## src/rtl/uart_line_rx_if.sv

```systemverilog
// Byte handshake between the receive FIFO head (master) and its consumer (slave).
// Transfer happens on any cycle where m_valid && m_ready.
interface uart_line_rx_if;
  logic [7:0] m_data;
  logic       m_valid;
  logic       m_ready;

  modport master (output m_data, output m_valid, input m_ready);
  modport slave  (input m_data, input m_valid, output m_ready);
endinterface

```

## src/rtl/uart_line_rx.sv

```systemverilog
// UART receiver into a small byte FIFO: 8N1 by default, 8E1 when UART_LINE_RX_PARITY_EN is defined.
// Byte visible 1 cycle after the stop-bit sample; a push into a full FIFO drops the byte and sets sticky ovf.
module uart_line_rx #(
  parameter int BAUD_DIV   = 868,
  parameter int FIFO_DEPTH = 4
) (
  input  logic                          clk,
  input  logic                          rst,
  input  logic                          rx_i,
  uart_line_rx_if.master                m_if,
  output logic                          frame_err,
  output logic                          par_err,
  output logic                          ovf,
  input  logic                          ovf_clr,
  output logic                          busy,
  output logic [$clog2(FIFO_DEPTH):0]   fifo_cnt
);

  localparam int          AW      = $clog2(FIFO_DEPTH);
  localparam logic [15:0] HALF_LD = 16'(BAUD_DIV / 2 - 1);
  localparam logic [15:0] FULL_LD = 16'(BAUD_DIV - 1);
  localparam logic [AW:0] DEPTH_C = (AW + 1)'(FIFO_DEPTH);

`ifdef UART_LINE_RX_PARITY_EN
  typedef enum logic [2:0] {IDLE, START, DATA, PARITY, STOP, BRKWAIT} state_t;
`else
  typedef enum logic [2:0] {IDLE, START, DATA, STOP, BRKWAIT} state_t;
`endif

  logic       rx_meta_q, rx_sync_q, rx_prev_q;
  logic [1:0] sync_vld_q;
  logic       fall_w;

  // rx_prev_q only ever holds a genuinely sampled line level, so a line held
  // low across reset release cannot look like a falling edge.
  always_ff @(posedge clk or posedge rst) begin
    if (rst) begin
      rx_meta_q  <= 1'b1;
      rx_sync_q  <= 1'b1;
      sync_vld_q <= 2'b00;
      rx_prev_q  <= 1'b0;
    end else begin
      rx_meta_q  <= rx_i;
      rx_sync_q  <= rx_meta_q;
      sync_vld_q <= {sync_vld_q[0], 1'b1};
      rx_prev_q  <= rx_sync_q & sync_vld_q[1];
    end
  end

  assign fall_w = rx_prev_q & ~rx_sync_q;

  state_t      state_q;
  logic [15:0] cnt_q;
  logic [2:0]  bit_q;
  logic [7:0]  shift_q;
  logic        frame_err_q;
  logic        cnt_zero_w;
  logic        drop_w;
  logic        push_w;

`ifdef UART_LINE_RX_PARITY_EN
  logic par_err_q;
  logic drop_q;
  assign drop_w  = drop_q;
  assign par_err = par_err_q;
`else
  assign drop_w  = 1'b0;
  assign par_err = 1'b0;
`endif

  assign cnt_zero_w = (cnt_q == 16'd0);
  assign push_w     = (state_q == STOP) && cnt_zero_w && rx_sync_q && !drop_w;

  always_ff @(posedge clk or posedge rst) begin
    if (rst) begin
      state_q     <= IDLE;
      cnt_q       <= '0;
      bit_q       <= '0;
      shift_q     <= '0;
      frame_err_q <= 1'b0;
`ifdef UART_LINE_RX_PARITY_EN
      par_err_q   <= 1'b0;
      drop_q      <= 1'b0;
`endif
    end else begin
      frame_err_q <= 1'b0;
`ifdef UART_LINE_RX_PARITY_EN
      par_err_q   <= 1'b0;
`endif
      case (state_q)
        IDLE: begin
          if (fall_w) begin
            cnt_q   <= HALF_LD;
            state_q <= START;
          end
        end
        START: begin
          if (!cnt_zero_w) begin
            cnt_q <= cnt_q - 16'd1;
          end else if (rx_sync_q) begin
            state_q <= IDLE;
          end else begin
            cnt_q   <= FULL_LD;
            bit_q   <= 3'd0;
`ifdef UART_LINE_RX_PARITY_EN
            drop_q  <= 1'b0;
`endif
            state_q <= DATA;
          end
        end
        DATA: begin
          if (!cnt_zero_w) begin
            cnt_q <= cnt_q - 16'd1;
          end else begin
            shift_q <= {rx_sync_q, shift_q[7:1]};
            cnt_q   <= FULL_LD;
            bit_q   <= bit_q + 3'd1;
            if (bit_q == 3'd7) begin
`ifdef UART_LINE_RX_PARITY_EN
              state_q <= PARITY;
`else
              state_q <= STOP;
`endif
            end
          end
        end
`ifdef UART_LINE_RX_PARITY_EN
        PARITY: begin
          if (!cnt_zero_w) begin
            cnt_q <= cnt_q - 16'd1;
          end else begin
            if (rx_sync_q != ^shift_q) begin
              par_err_q <= 1'b1;
              drop_q    <= 1'b1;
            end
            cnt_q   <= FULL_LD;
            state_q <= STOP;
          end
        end
`endif
        STOP: begin
          if (!cnt_zero_w) begin
            cnt_q <= cnt_q - 16'd1;
          end else if (rx_sync_q) begin
            state_q <= IDLE;
          end else begin
            frame_err_q <= 1'b1;
            state_q     <= BRKWAIT;
          end
        end
        BRKWAIT: begin
          if (rx_sync_q) state_q <= IDLE;
        end
        default: state_q <= IDLE;
      endcase
    end
  end

  logic [7:0]    mem_q [FIFO_DEPTH];
  logic [AW-1:0] wr_ptr_q, rd_ptr_q;
  logic [AW:0]   cnt_fifo_q, cnt_fifo_d;
  logic          full_w, pop_w, wr_en_w, ovf_set_w, ovf_q;

  assign full_w    = (cnt_fifo_q == DEPTH_C);
  assign pop_w     = m_if.m_valid && m_if.m_ready;
  // A pop in the same cycle frees the slot, so a full FIFO still accepts the push.
  assign wr_en_w   = push_w && (!full_w || pop_w);
  assign ovf_set_w = push_w && full_w && !pop_w;

  always_comb begin
    cnt_fifo_d = cnt_fifo_q;
    if (wr_en_w && !pop_w) cnt_fifo_d = cnt_fifo_q + 1'b1;
    else if (!wr_en_w && pop_w) cnt_fifo_d = cnt_fifo_q - 1'b1;
  end

  always_ff @(posedge clk or posedge rst) begin
    if (rst) begin
      for (int i = 0; i < FIFO_DEPTH; i++) mem_q[i] <= '0;
      wr_ptr_q   <= '0;
      rd_ptr_q   <= '0;
      cnt_fifo_q <= '0;
      ovf_q      <= 1'b0;
    end else begin
      if (wr_en_w) begin
        mem_q[wr_ptr_q] <= shift_q;
        wr_ptr_q        <= wr_ptr_q + 1'b1;
      end
      if (pop_w) rd_ptr_q <= rd_ptr_q + 1'b1;
      cnt_fifo_q <= cnt_fifo_d;
      ovf_q      <= ovf_set_w | (ovf_q & ~ovf_clr);
    end
  end

  assign m_if.m_data  = mem_q[rd_ptr_q];
  assign m_if.m_valid = (cnt_fifo_q != '0);
  assign frame_err    = frame_err_q;
  assign ovf          = ovf_q;
  assign busy         = (state_q != IDLE);
  assign fifo_cnt     = cnt_fifo_q;

endmodule

```

## src/flat_wrapper.sv

```systemverilog
// flat-port wrapper written by rule: the top's interface ports become plain ports
module uart_line_rx_flat 
#(
  parameter int BAUD_DIV   = 868,
  parameter int FIFO_DEPTH = 4
)
  (clk, rst, rx_i, frame_err, par_err, ovf, ovf_clr, busy, fifo_cnt, m_if_m_data, m_if_m_valid, m_if_m_ready);
  uart_line_rx_if m_if_i ();
  input  logic clk;
  input  logic rst;
  input  logic rx_i;
  output logic frame_err;
  output logic par_err;
  output logic ovf;
  input  logic ovf_clr;
  output logic busy;
  output logic [$clog2(FIFO_DEPTH):0] fifo_cnt;
  output wire logic [$bits(m_if_i.m_data)-1:0] m_if_m_data;
  output wire logic [$bits(m_if_i.m_valid)-1:0] m_if_m_valid;
  input wire logic [$bits(m_if_i.m_ready)-1:0] m_if_m_ready;
  assign m_if_m_data = m_if_i.m_data;
  assign m_if_m_valid = m_if_i.m_valid;
  assign m_if_i.m_ready = m_if_m_ready;
  uart_line_rx #(.BAUD_DIV(BAUD_DIV), .FIFO_DEPTH(FIFO_DEPTH)) u_core (.clk(clk), .rst(rst), .rx_i(rx_i), .m_if(m_if_i), .frame_err(frame_err), .par_err(par_err), .ovf(ovf), .ovf_clr(ovf_clr), .busy(busy), .fifo_cnt(fifo_cnt));
endmodule
```

## config.mk

```make
export PLATFORM = sky130hd
export DESIGN_NAME = uart_line_rx_flat
export DESIGN_NICKNAME = d
export VERILOG_FILES = /design/src/rtl/uart_line_rx_if.sv /design/src/rtl/uart_line_rx.sv /design/src/flat_wrapper.sv
export SDC_FILE = /design/constraint.sdc
export NUM_CORES = 1
export LEC_CHECK = 0
export ABC_AREA = 1
export BUFFER_PORTS_ARGS = -buffer_cell sky130_fd_sc_hd__buf_2
export CORE_AREA = 2 2 110 112
export CTS_CLUSTER_DIAMETER = 30
export DETAILED_ROUTE_END_ITERATION = 8
export DIE_AREA = 0 0 112 114
export GPL_ROUTABILITY_DRIVEN = 0
export MAX_ROUTING_LAYER = met4
export SYNTH_ARGS = -nofsm -noshare
export SYNTH_HDL_FRONTEND = slang
export SYNTH_SLANG_ARGS = --single-unit
```

## constraint.sdc

```tcl
create_clock -name clk -period 6.7 [get_ports clk]
set_input_delay 2.01 -clock clk [delete_from_list [all_inputs] [get_ports clk]]
set_output_delay 2.01 -clock clk [all_outputs]
set_load 0.02 [all_outputs]
```

# Word level (Yosys, flattened, before mapping)
# Index checks and enable logic that the tools add are counted.
# op_classes
multipliers	0
n_reduce_logical	24
addsub	6
div	0
shift	0
n_lt_le_gt_ge	3
n_mux	30
n_eq_ne	15
bitwise	8
# op_table
operator	count
$mux W16	5
$pmux W16 S4	1
$mux W3	12
$bwmux W32	1
$mux W8	3
$bmux W8 S2	1
$demux W8 S2	1
$logic_not A16 Y1	1
$sub A16 B1 Y16 const B	1
$pmux W3 S5	1
$ne A2 B1 Y1 const B	6
$eq A3 B3 Y1 const B	3
$logic_and A1 B1 Y1	9
$reduce_and A4 Y1	2
$add A3 B1 Y3 const B	2
$eq A3 B2 Y1 const B	2
$ge A3 B3 Y1 const B	2
$not A2 Y3	2
$pmux W3 S2	1
$reduce_and A6 Y1	1
$reduce_bool A3 Y1	2
$add A2 B1 Y2 const B	2
$ne A2 B2 Y1 const B	2
$reduce_bool A2 Y1	2
other kinds (14)	21
# word_totals
n_memories	0
reg_bits	76
latchBits	0
mem_bits_rw	0
romBits	0
word_cells	103
inputBits	5
out_inout_bits	16

# Longest topological paths before layout
# Gate-level depths: netlist of run 1.
# depth
ltp_word	8
mapped_depth	18
depth_no_buf	17

# Worst setup path before layout of run 1
# No wires, ideal clock.
# synth_path
path_kind	input to register
startpoint	input port m_if_m_ready
endpoint	register u_core.cnt_fifo_q[1], in the netlist u_core.fifo_cnt[1]
setup_ns	0.125
cell_stages	9
n_path_buf	1
slack_ns	3.158
t_required_ns	6.575
arrival_time_ns	3.417
cell_sequence	nand2_1 -> nand3_1 -> buf_4 -> nand2_2 -> inv_2 -> ha_1 -> inv_1 -> fa_1 -> mux2_2
# synth_via
elab_cells_between_ends	9
classes_between	mux (1); reduce/logical (8)
# synth_lines
element	line	text
from (decl)	flat_wrapper.sv:20	input wire logic [$bits(m_if_i.m_ready)-1:0] m_if_m_ready;
$logic_and A1 B1 Y1	uart_line_rx.sv:165	assign pop_w = m_if.m_valid && m_if.m_ready;
$logic_or A1 B1 Y1	uart_line_rx.sv:167	assign wr_en_w = push_w && (!full_w || pop_w);
$logic_and A1 B1 Y1	uart_line_rx.sv:167	
net u_core.wr_en_w	uart_line_rx.sv:162	logic full_w, pop_w, wr_en_w, ovf_set_w, ovf_q;
$logic_and A1 B1 Y1	uart_line_rx.sv:172	if (wr_en_w && !pop_w) cnt_fifo_d = cnt_fifo_q + 1'b1;
$mux W3	uart_line_rx.sv:172	
net u_core.cnt_fifo_d[1]	uart_line_rx.sv:161	logic [AW:0] cnt_fifo_q, cnt_fifo_d;
to (signal assigned)	uart_line_rx.sv:189	cnt_fifo_q <= cnt_fifo_d;
to (decl)	uart_line_rx.sv:161	
# The timed path passes the listed nets, and every way through them passes these cells.
# A chain may end at the register's enable or synchronous reset.

# Worst setup path after layout of run 1
# layout_path
startpoint	register u_core.rd_ptr_q[0]
endpoint	output port m_if_m_data[7]
# layout_via
elab_chain_cells	4
# layout_rtl
element	line	text
from (decl)	uart_line_rx.sv:160	logic [AW-1:0] wr_ptr_q, rd_ptr_q;
from (signal assigned)	uart_line_rx.sv:188	if (pop_w) rd_ptr_q <= rd_ptr_q + 1'b1;
$not A2 Y3 (implied by the code)	uart_line_rx.sv:194	assign m_if.m_data = mem_q[rd_ptr_q];
$bmux W8 S2	uart_line_rx.sv:194	
$mux W8 (implied by the code) (2 in series)	uart_line_rx.sv:194	
to (decl)	flat_wrapper.sv:18	output wire logic [$bits(m_if_i.m_data)-1:0] m_if_m_data;
# Every way passes these cells. The select of a mux whose other input is x is not followed.

==> results of run 1 <==
-- cell usage in the layout, fill, tap and decap left out, types with 4 or more instances in the layout --
cell type,n
nand3_1,27
nor2_4,4
buf_2,19
o21ai_0,28
xor2_1,7
dfrtp_1,74
nand2_1,140
nand4_1,36
nor2_1,55
o22ai_1,10
ha_1,9
inv_1,39
nand3_4,4
mux2_2,8
clkbuf_16,9
-- power groups by stage --
stage | logic (W) | clock network [W] | registers [W]
detailed placement | 0.000607 | 0 | 0.000594
finish | 0.000608 | 0.000498 | 0.000587
global route | 0.000691 | 0.000534 | 0.000597
global placement | 0.000598 | 0 | 0.000593
floorplan | 0.000472 | 0 | 0.000573
CTS | 0.000608 | 0.000515 | 0.000587
-- how the worst max path moves through the flow --
stage | start | endpoint | depth (start not counted)
after floorplan | rst | u_core.bit_q[0] | 1
after CTS | u_core.rd_ptr_q[0] | m_if_m_data[1] | 4
final | u_core.rd_ptr_q[0] | m_if_m_data[7] | 4
after detailed placement | m_if_m_ready | u_core.fifo_cnt[2] | 13
after global placement | m_if_m_ready | u_core.fifo_cnt[2] | 13
after global routing | u_core.rd_ptr_q[0] | m_if_m_data[7] | 4
-- final cells by class --
| cell class | count | area share (%) |
|---|---|---|
| Clock inverter | 6 | 1.56 |
| Sequential cell | 76 | 41.7 |
| Inverter | 43 | 3.57 |
| Multi-Input combinational cell | 352 | 41.3 |
| Clock buffer | 10 | 5.24 |
| Tap cell | 147 | 4.03 |
| Timing Repair Buffer | 22 | 2.58 |
-- state kept, by name, summed over array words and instances, names as in the netlist --
name and cells:
u_core.cnt_q 16, u_core.wr_ptr_q 2, u_core.rx_sync_q 1, u_core.bit_q 3, u_core.rd_ptr_q 2, u_core.ovf 1, u_core.rx_prev_q 1, u_core.rx_meta_q 1
u_core.mem_q 32, u_core.sync_vld_q 2, u_core.state_q 3, u_core.frame_err 1, u_core.fifo_cnt 3, u_core.shift_q 8
-- routing by layer --
metal  up-vias  share of wire (%)
li1       1633                  -
met1      1531                 48
met2        78                 46
met3         6                5.3
met4         0               0.79
met5         -                  0
-- cell families (layout without fill, tap and decap cells) --
kind of cell               after synthesis  after routing  share of synthesized area (%)
buffers and inverters                   61             81                           7.54
muxes                                    8              8                           2.20
and+or+nand+nor                        278            278                           32.3
AOI/OAI and AO/OA                       46             46                           6.29
adders and majority gates               10             10                           3.24
DFF                                     76             76                           46.5
other                                    2              2                          0.183
xor gates and xnor gates                 8              8                           1.71
-- metrics by stage --
| step | worst slack, ps | power [W] | cell area (um^2) | util [%] |
|---|---|---|---|---|
| 2_1_floorplan | 2750 | 0.00105 | 4100 | - |
| 3_3_place_gp | 2840 | 0.00119 | 4250 | 36.3 |
| 3_5_place_dp | 2790 | 0.00120 | 4250 | 36.3 |
| 4_1_cts | 2710 | 0.00171 | 4560 | 39.0 |
| 5_1_grt | 2520 | 0.00182 | 4560 | 39.0 |
| 6_report | 2700 | 0.00169 | 4560 | 39.0 |
-- critical path, stage by stage, from the launching register on --
cell	delay (ps)
dfrtp_1	700
inv_1	410
o21ai_0	270
o22ai_1	100
buf_2	170
==> reports/metrics.yaml, run 1 <==
place:
  portBuffers: 19
  dp.cells: 640
  post-dp-hpwl_um: 6100
die:
  core_area_um2: 11700
  initial_core_util_pct: 35.0
  die-area_um2: 12800
  die_h_um: 114
  chipWidth_um: 112
  ios: 21
  rows: 40
detailed_routing:
  drtAntennaViolNets: 0
  routedWlPerCell_um: 13.6
  finalWirelength_um: 8900
  drc: 0
  vias: 3248
  dr.pass1.iters: 4
  drt_iter0_markers: 235
  avgViaCountPerCell: 4.95
hold_path:
  worstHoldStart: "u_core.sync_vld_q[0]"
  holdPathEnd: "u_core.sync_vld_q[1]"
  min_path_cells: 0
  hold_class: "reg2reg"
logic_synthesis:
  syn-num-nets: 504
  avgSynthCellArea_um2: 8.38
  synth_area_um2: 4100
  synth_cell_types: 35
  async_reset_ff_share_pct: 100
  ys_top_cells_by_area: "dfrtp_1 (45%), nand2_1 (13%), nand4_1 (5.5%), nor2_1 (5.0%), inv_1 (3.7%)"
  synth_top_area_cell: "dfrtp_1"
  ys_seq_area_share_pct: 46.5
  netlist.area_leader.share_pct: 45.2
  synth-edff-count: 0
  yosysWarnings: 0
  synthCells: 489
  yosys-top-cells-count: "nand2_1 (140), dfrtp_1 (74), nor2_1 (55)"
  synth-seq-cells: 76
  synth_flop_cell: "dfrtp_1"
  yosysMostFrequentCell: "nand2_1"
setup_path:
  r2r_cells: 18
  critical_path_class: "reg2out"
  start_kind: "flop"
  r2r_start: "u_core.cnt_q[0]"
  worst_ep_arrival_time_ps: 1990
  r2r-end: "u_core.fifo_cnt[2]"
  cp.required_ps: 4690
  end_kind: "output pin"
  reg2reg_slack_ps: 3710
  crit_fanout: 18
clock_network:
  cts.sinks: 76
  cts_resized: 0
  clk-insertion-delay-late_ps: 340
  cts_tree: "done"
  postCtsSetupRepairBufs: 0
  hold_buffers: 0
  cts_buffer_depth: 2
  cts_htree_levels: 3
  cts-root-buf: "clkbuf_16"
  cts.clk_slew.worst_paths_ps: 60
  cts_buffers: 9
grt:
  grt_pass1_wl_um: 15700
  use_met3_pct: 4.84
  grt-ovfl-total: 0
  track_usage_pct: 15.6
  grt_max_degree: 77
  grt_pass1_vias: 3250
  antenna_found_initial: 0
  grt.busiest_layer: "met2"
  met1_usage_pct: 19.9
  grtUsageMet2_pct: 24.6
finish:
  area_growth_pct: 11.4
  nNetsFinal: 519
  seq_area_um2: 1900
  multiInputGateArea_um2: 1880
  drive_above_1_share_pct: 14.3
  final_cells: 656
  diodes: 0
  fill_cells: 1198
timing:
  skew_ps: 7.17
  hold-worst-slack_ps: 346
  hold_viol: 0
  max-slew-margin-rel_pct: 37.1
  setup_viol_count_final: 0
  min_period_ps: 4000
  final_max_slew_viol_count: 0
  worst_slew_pin_slew_ps: 943
  setup_tns_ps: 0
  fmax_ghz: 0.250
  rsz0062_at_grt: "false"
  fin_crit_sh_pct: 59.7
run:
  maxCapViolCount: 0
pwr:
  p_clk_share_pct: 29.4
  p_per_area_nw_per_um2: 371
  power.leakage_nw: 2.35
  peakVddDrop_mv: 0.181
  switching_power_w: 0.000688
  p_sw_share_pct: 40.7
  power_frac_comb_pct: 35.9
  pwr-share-seq_pct: 34.7
  p_int_w: 0.00101
run_status:
  status: "completed"
(Power assumes the default switching activity.)
==> run 2: changes to the inputs <==
--- a/config.mk
+++ b/config.mk
@@ -5,12 +5,12 @@
 export SDC_FILE = /design/constraint.sdc
 export NUM_CORES = 1
 export LEC_CHECK = 0
-export ABC_AREA = 1
+export ABC_AREA = 0
 export BUFFER_PORTS_ARGS = -buffer_cell sky130_fd_sc_hd__buf_2
-export CORE_AREA = 2 2 110 112
+export CORE_AREA = 2 2 105 107
 export CTS_CLUSTER_DIAMETER = 30
 export DETAILED_ROUTE_END_ITERATION = 8
-export DIE_AREA = 0 0 112 114
+export DIE_AREA = 0 0 107 109
 export GPL_ROUTABILITY_DRIVEN = 0
 export MAX_ROUTING_LAYER = met4
 export SYNTH_ARGS = -nofsm -noshare
==> constraint.sdc (replaced) <==
create_clock -name clk -period 3.9 [get_ports clk]
set_input_delay 1.17 -clock clk [delete_from_list [all_inputs] [get_ports clk]]
set_output_delay 1.17 -clock clk [all_outputs]
set_load 0.02 [all_outputs]
==> reports/metrics.yaml, run 2 <==
logic_synthesis:
  synth-edff-count: 0  # unchanged
  syn-num-nets: 314  # was 504
  synth_xor_area_share_pct: 1.43  # was 1.71%
  synth-seq-cells: 76  # unchanged
  synth_top_family_by_area: "multiplexers"  # was simple AND/OR/NAND/NOR gates
  ys_top_cells_by_area: "dfrtp_1 (50%), mux2_2 (12%), mux4_2 (4.9%), ha_1 (3.1%), nor2_1 (2.0%)"  # was dfrtp_1 (45%), nand2_1 (13%), nand4_1 (5.5%), nor2_1 (5.0%), inv_1 (3.7%)
  synthMuxAreaShare_pct: 17.4  # was 2.20%
  synth_area_um2: 3680  # was 4100 um^2
  synth_compound_area_share_pct: 10.7  # was 6.29%
  netlist.area_leader.share_pct: 50.3  # was 45.2%
  yosys-top-cells-count: "dfrtp_1 (74), mux2_2 (40), nor2_1 (20)"  # was nand2_1 (140), dfrtp_1 (74), nor2_1 (55)
  synthAdderAreaFrac_pct: 3.87  # was 3.24%
  avgSynthCellArea_um2: 12.3  # was 8.38 um^2
  ys_seq_area_share_pct: 51.7  # was 46.5%
  async_reset_ff_share_pct: 100  # unchanged
  synthCells: 299  # was 489
  yosysWarnings: 0  # unchanged
  yosysMostFrequentCell: "dfrtp_1"  # was nand2_1
  synth_top_area_cell: "dfrtp_1"  # unchanged
  synth_flop_cell: "dfrtp_1"  # unchanged
  synth_cell_types: 52  # was 35
  synth-simple-area-share_pct: 12.2  # was 32.3%
finish:
  mostFrequentLayoutCell: "dfrtp_1"  # was nand2_1
  reg_top3: "u_core.mem_q: 32 flops, u_core.cnt_q: 16 flops, u_core.shift_q: 8 flops"  # unchanged
  fill_cells: 1008  # was 1198
  drive_above_1_share_pct: 29.9  # was 14.3%
  regMostFlops: "u_core.mem_q"  # unchanged
  nNetsFinal: 338  # was 519
  diodes: 0  # unchanged
  area_growth_pct: 12.8  # was 11.4%
  largest_reg_flops: 32  # unchanged
  final_cells: 468  # was 656
  final_cell_mix: "dfrtp_1 (74), mux2_2 (40), nor2_1 (20), buf_2 (19), nand2_1 (17)"  # was nand2_1 (140), dfrtp_1 (74), nor2_1 (55), inv_1 (39), nand4_1 (36)
place:
  portBuffers: 19  # unchanged
  post-dp-hpwl_um: 5000  # was 6100 um
  dp.cells: 452  # was 640
detailed_routing:
  routedWlPerCell_um: 15.4  # was 13.6 um
  avgViaCountPerCell: 5.22  # was 4.95
  finalWirelength_um: 7230  # was 8900 um
  vias: 2442  # was 3248
  drc: 0  # unchanged
  dr.pass1.iters: 4  # unchanged
  drtAntennaViolNets: 0  # unchanged
  drt_iter0_markers: 138  # was 235
pwr:
  peakVddDrop_mv: 0.267  # was 0.181 mV
  p_per_area_nw_per_um2: 563  # was 371 nW/um^2
  power.leakage_nw: 1.92  # was 2.35 nW
  fin_total_pwr_w: 0.00234  # was 0.00169 W
grt:
  grt_max_degree: 30  # was 77
  grt-ovfl-total: 0  # unchanged
  track_usage_pct: 13.9  # was 15.6%
  grt_pass1_vias: 2420  # was 3250
  antenna_found_initial: 0  # unchanged
  grt_pass1_wl_um: 12200  # was 15700 um
timing:
  setup_tns_ps: 0  # unchanged
  max-slew-margin-rel_pct: 43.5  # was 37.1%
  fin_crit_sh_pct: 88.6
  rsz0062_at_grt: "false"  # unchanged
  fmax_ghz: 0.289
  final_max_slew_viol_count: 0  # unchanged
  setup_viol_count_final: 0  # unchanged
  min_period_ps: 3450
  worst_slew_pin_slew_ps: 835  # was 943 ps
  hold_viol: 0  # unchanged
  skew_ps: 10.2  # was 7.17 ps
die:
  core_area_um2: 10600  # was 11700 um^2
  initial_core_util_pct: 34.8  # was 35.0%
  die_h_um: 109  # was 114 um
  die-area_um2: 11700  # was 12800 um^2
  ios: 21  # unchanged
  chipWidth_um: 107  # was 112 um
  rows: 38  # was 40
run_status:
  status: "completed"  # unchanged
setup_path:
  critPathSlowestCell: "or4_1"  # was dfrtp_1
  critical_path_class: "reg2reg"  # was reg2out
  worst_ep_arrival_time_ps: 3730  # was 1990 ps
  cp.required_ps: 4180  # was 4690 ps
  critical-path-top-delay-family: "simple AND/OR/NAND/NOR gates"  # was flip-flops
  cpPeakStageDelay_ps: 670  # was 700 ps
  path_cells: "inv_1 -> ha_1 -> nor4b_1 -> nand3_1 -> or4_1 -> nor3_1 -> ha_1 -> inv_1 -> fa_1 -> xor2_1 -> nor2_1 -> xor2_1"  # was inv_1 -> o21ai_0 -> o22ai_1 -> buf_2
  crit_fanout: 6  # was 18
  start_kind: "flop"  # unchanged
  cp_num_buf_inv: 2  # unchanged
  end_kind: "flop"  # was output pin
clock_network:
  cts_buffer_depth: 2  # unchanged
  cts.sinks: 76  # unchanged
  postCtsSetupRepairBufs: 0  # unchanged
  cts_resized: 0  # unchanged
  cts-root-buf: "clkbuf_8"  # was clkbuf_16
  cts.clk_slew.worst_paths_ps: 80  # was 60 ps
  cts_tree: "done"  # unchanged
  cts_buffers: 9  # unchanged
  clk-insertion-delay-late_ps: 360  # was 340 ps
  cts_htree_levels: 3  # unchanged
  hold_buffers: 0  # unchanged
hold_path:
  hold_class: "reg2reg"  # unchanged
run:
  maxCapViolCount: 0  # unchanged
## run 2: changes by cell type after synthesis, sizes merged, moves of 7 or more
cell	change
nand2	-125
nor2	-43
nand4	-34
mux2	+33
inv	-29
nand3	-29
o21ai	-20
o22ai	-9
mux4	+8
nor4	+8
buf	-7
nor3	+7
o31ai	+7
## run 2: metrics by stage
step           setup slack [ps]  util [%]  cell area [um^2]  hold slack (ps)
4_1_cts                     456      39.2              4160              359
2_1_floorplan               795         -              3680              331
5_1_grt                     138      39.2              4160              368
3_3_place_gp                562      37.1              3940              333
3_5_place_dp                449      37.1              3940              347
6_report                    445      39.2              4160              357
## run 2: routing by layer
layer  track usage, %  share of wire [%]  vias to the layer above
li1                 -                  -                     1154
met5                -                  0                        -
met1             18.6                 49                     1231
met4             6.31                1.4                        0
met3             3.29                3.7                        7
met2             20.2                 46                       50
## run 2: power breakdown
part	internal [W]	switching [W]	total, W
Sequential	0.000894	0.000197	0.00109
Combinational	0.000274	0.000326	0.000600
Clock	0.000339	0.000309	0.000648
## run 2: area by class of cell
class,instances,area (um^2),share of cell area [%]
Sequential cell,76,1900,45.8
Clock buffer,11,151,3.64
Multi-Input combinational cell,200,1690,40.6
Clock inverter,5,66.3,1.60
Timing Repair Buffer,22,118,2.83
Inverter,14,52.6,1.26
Tap cell,140,175,4.22
## run 2: final timing paths
| check | endpoint | slack, ps | startpoint | depth (start not counted) |
|---|---|---|---|---|
| max | u_core.fifo_cnt[2] | 450 | u_core.cnt_q[0] | 12 |
| min reg2reg | u_core.rx_sync_q | 360 | u_core.rx_meta_q | 0 |
| max in group asynchronous | u_core.rx_sync_q | 2190 | rst | 3 |
| min | u_core.rx_sync_q | 360 | u_core.rx_meta_q | 0 |
| max reg2reg | u_core.fifo_cnt[2] | 450 | u_core.cnt_q[0] | 12 |
| min in group asynchronous | u_core.mem_q[26] | 870 | rst | 2 |
## run 2: cells by family after synthesis
family,after synthesis
other cells,2
flops,76
xor+xnor,6
simple gates,81
fa+ha+maj,11
compound gates,51
mux,49
buf+inv,23
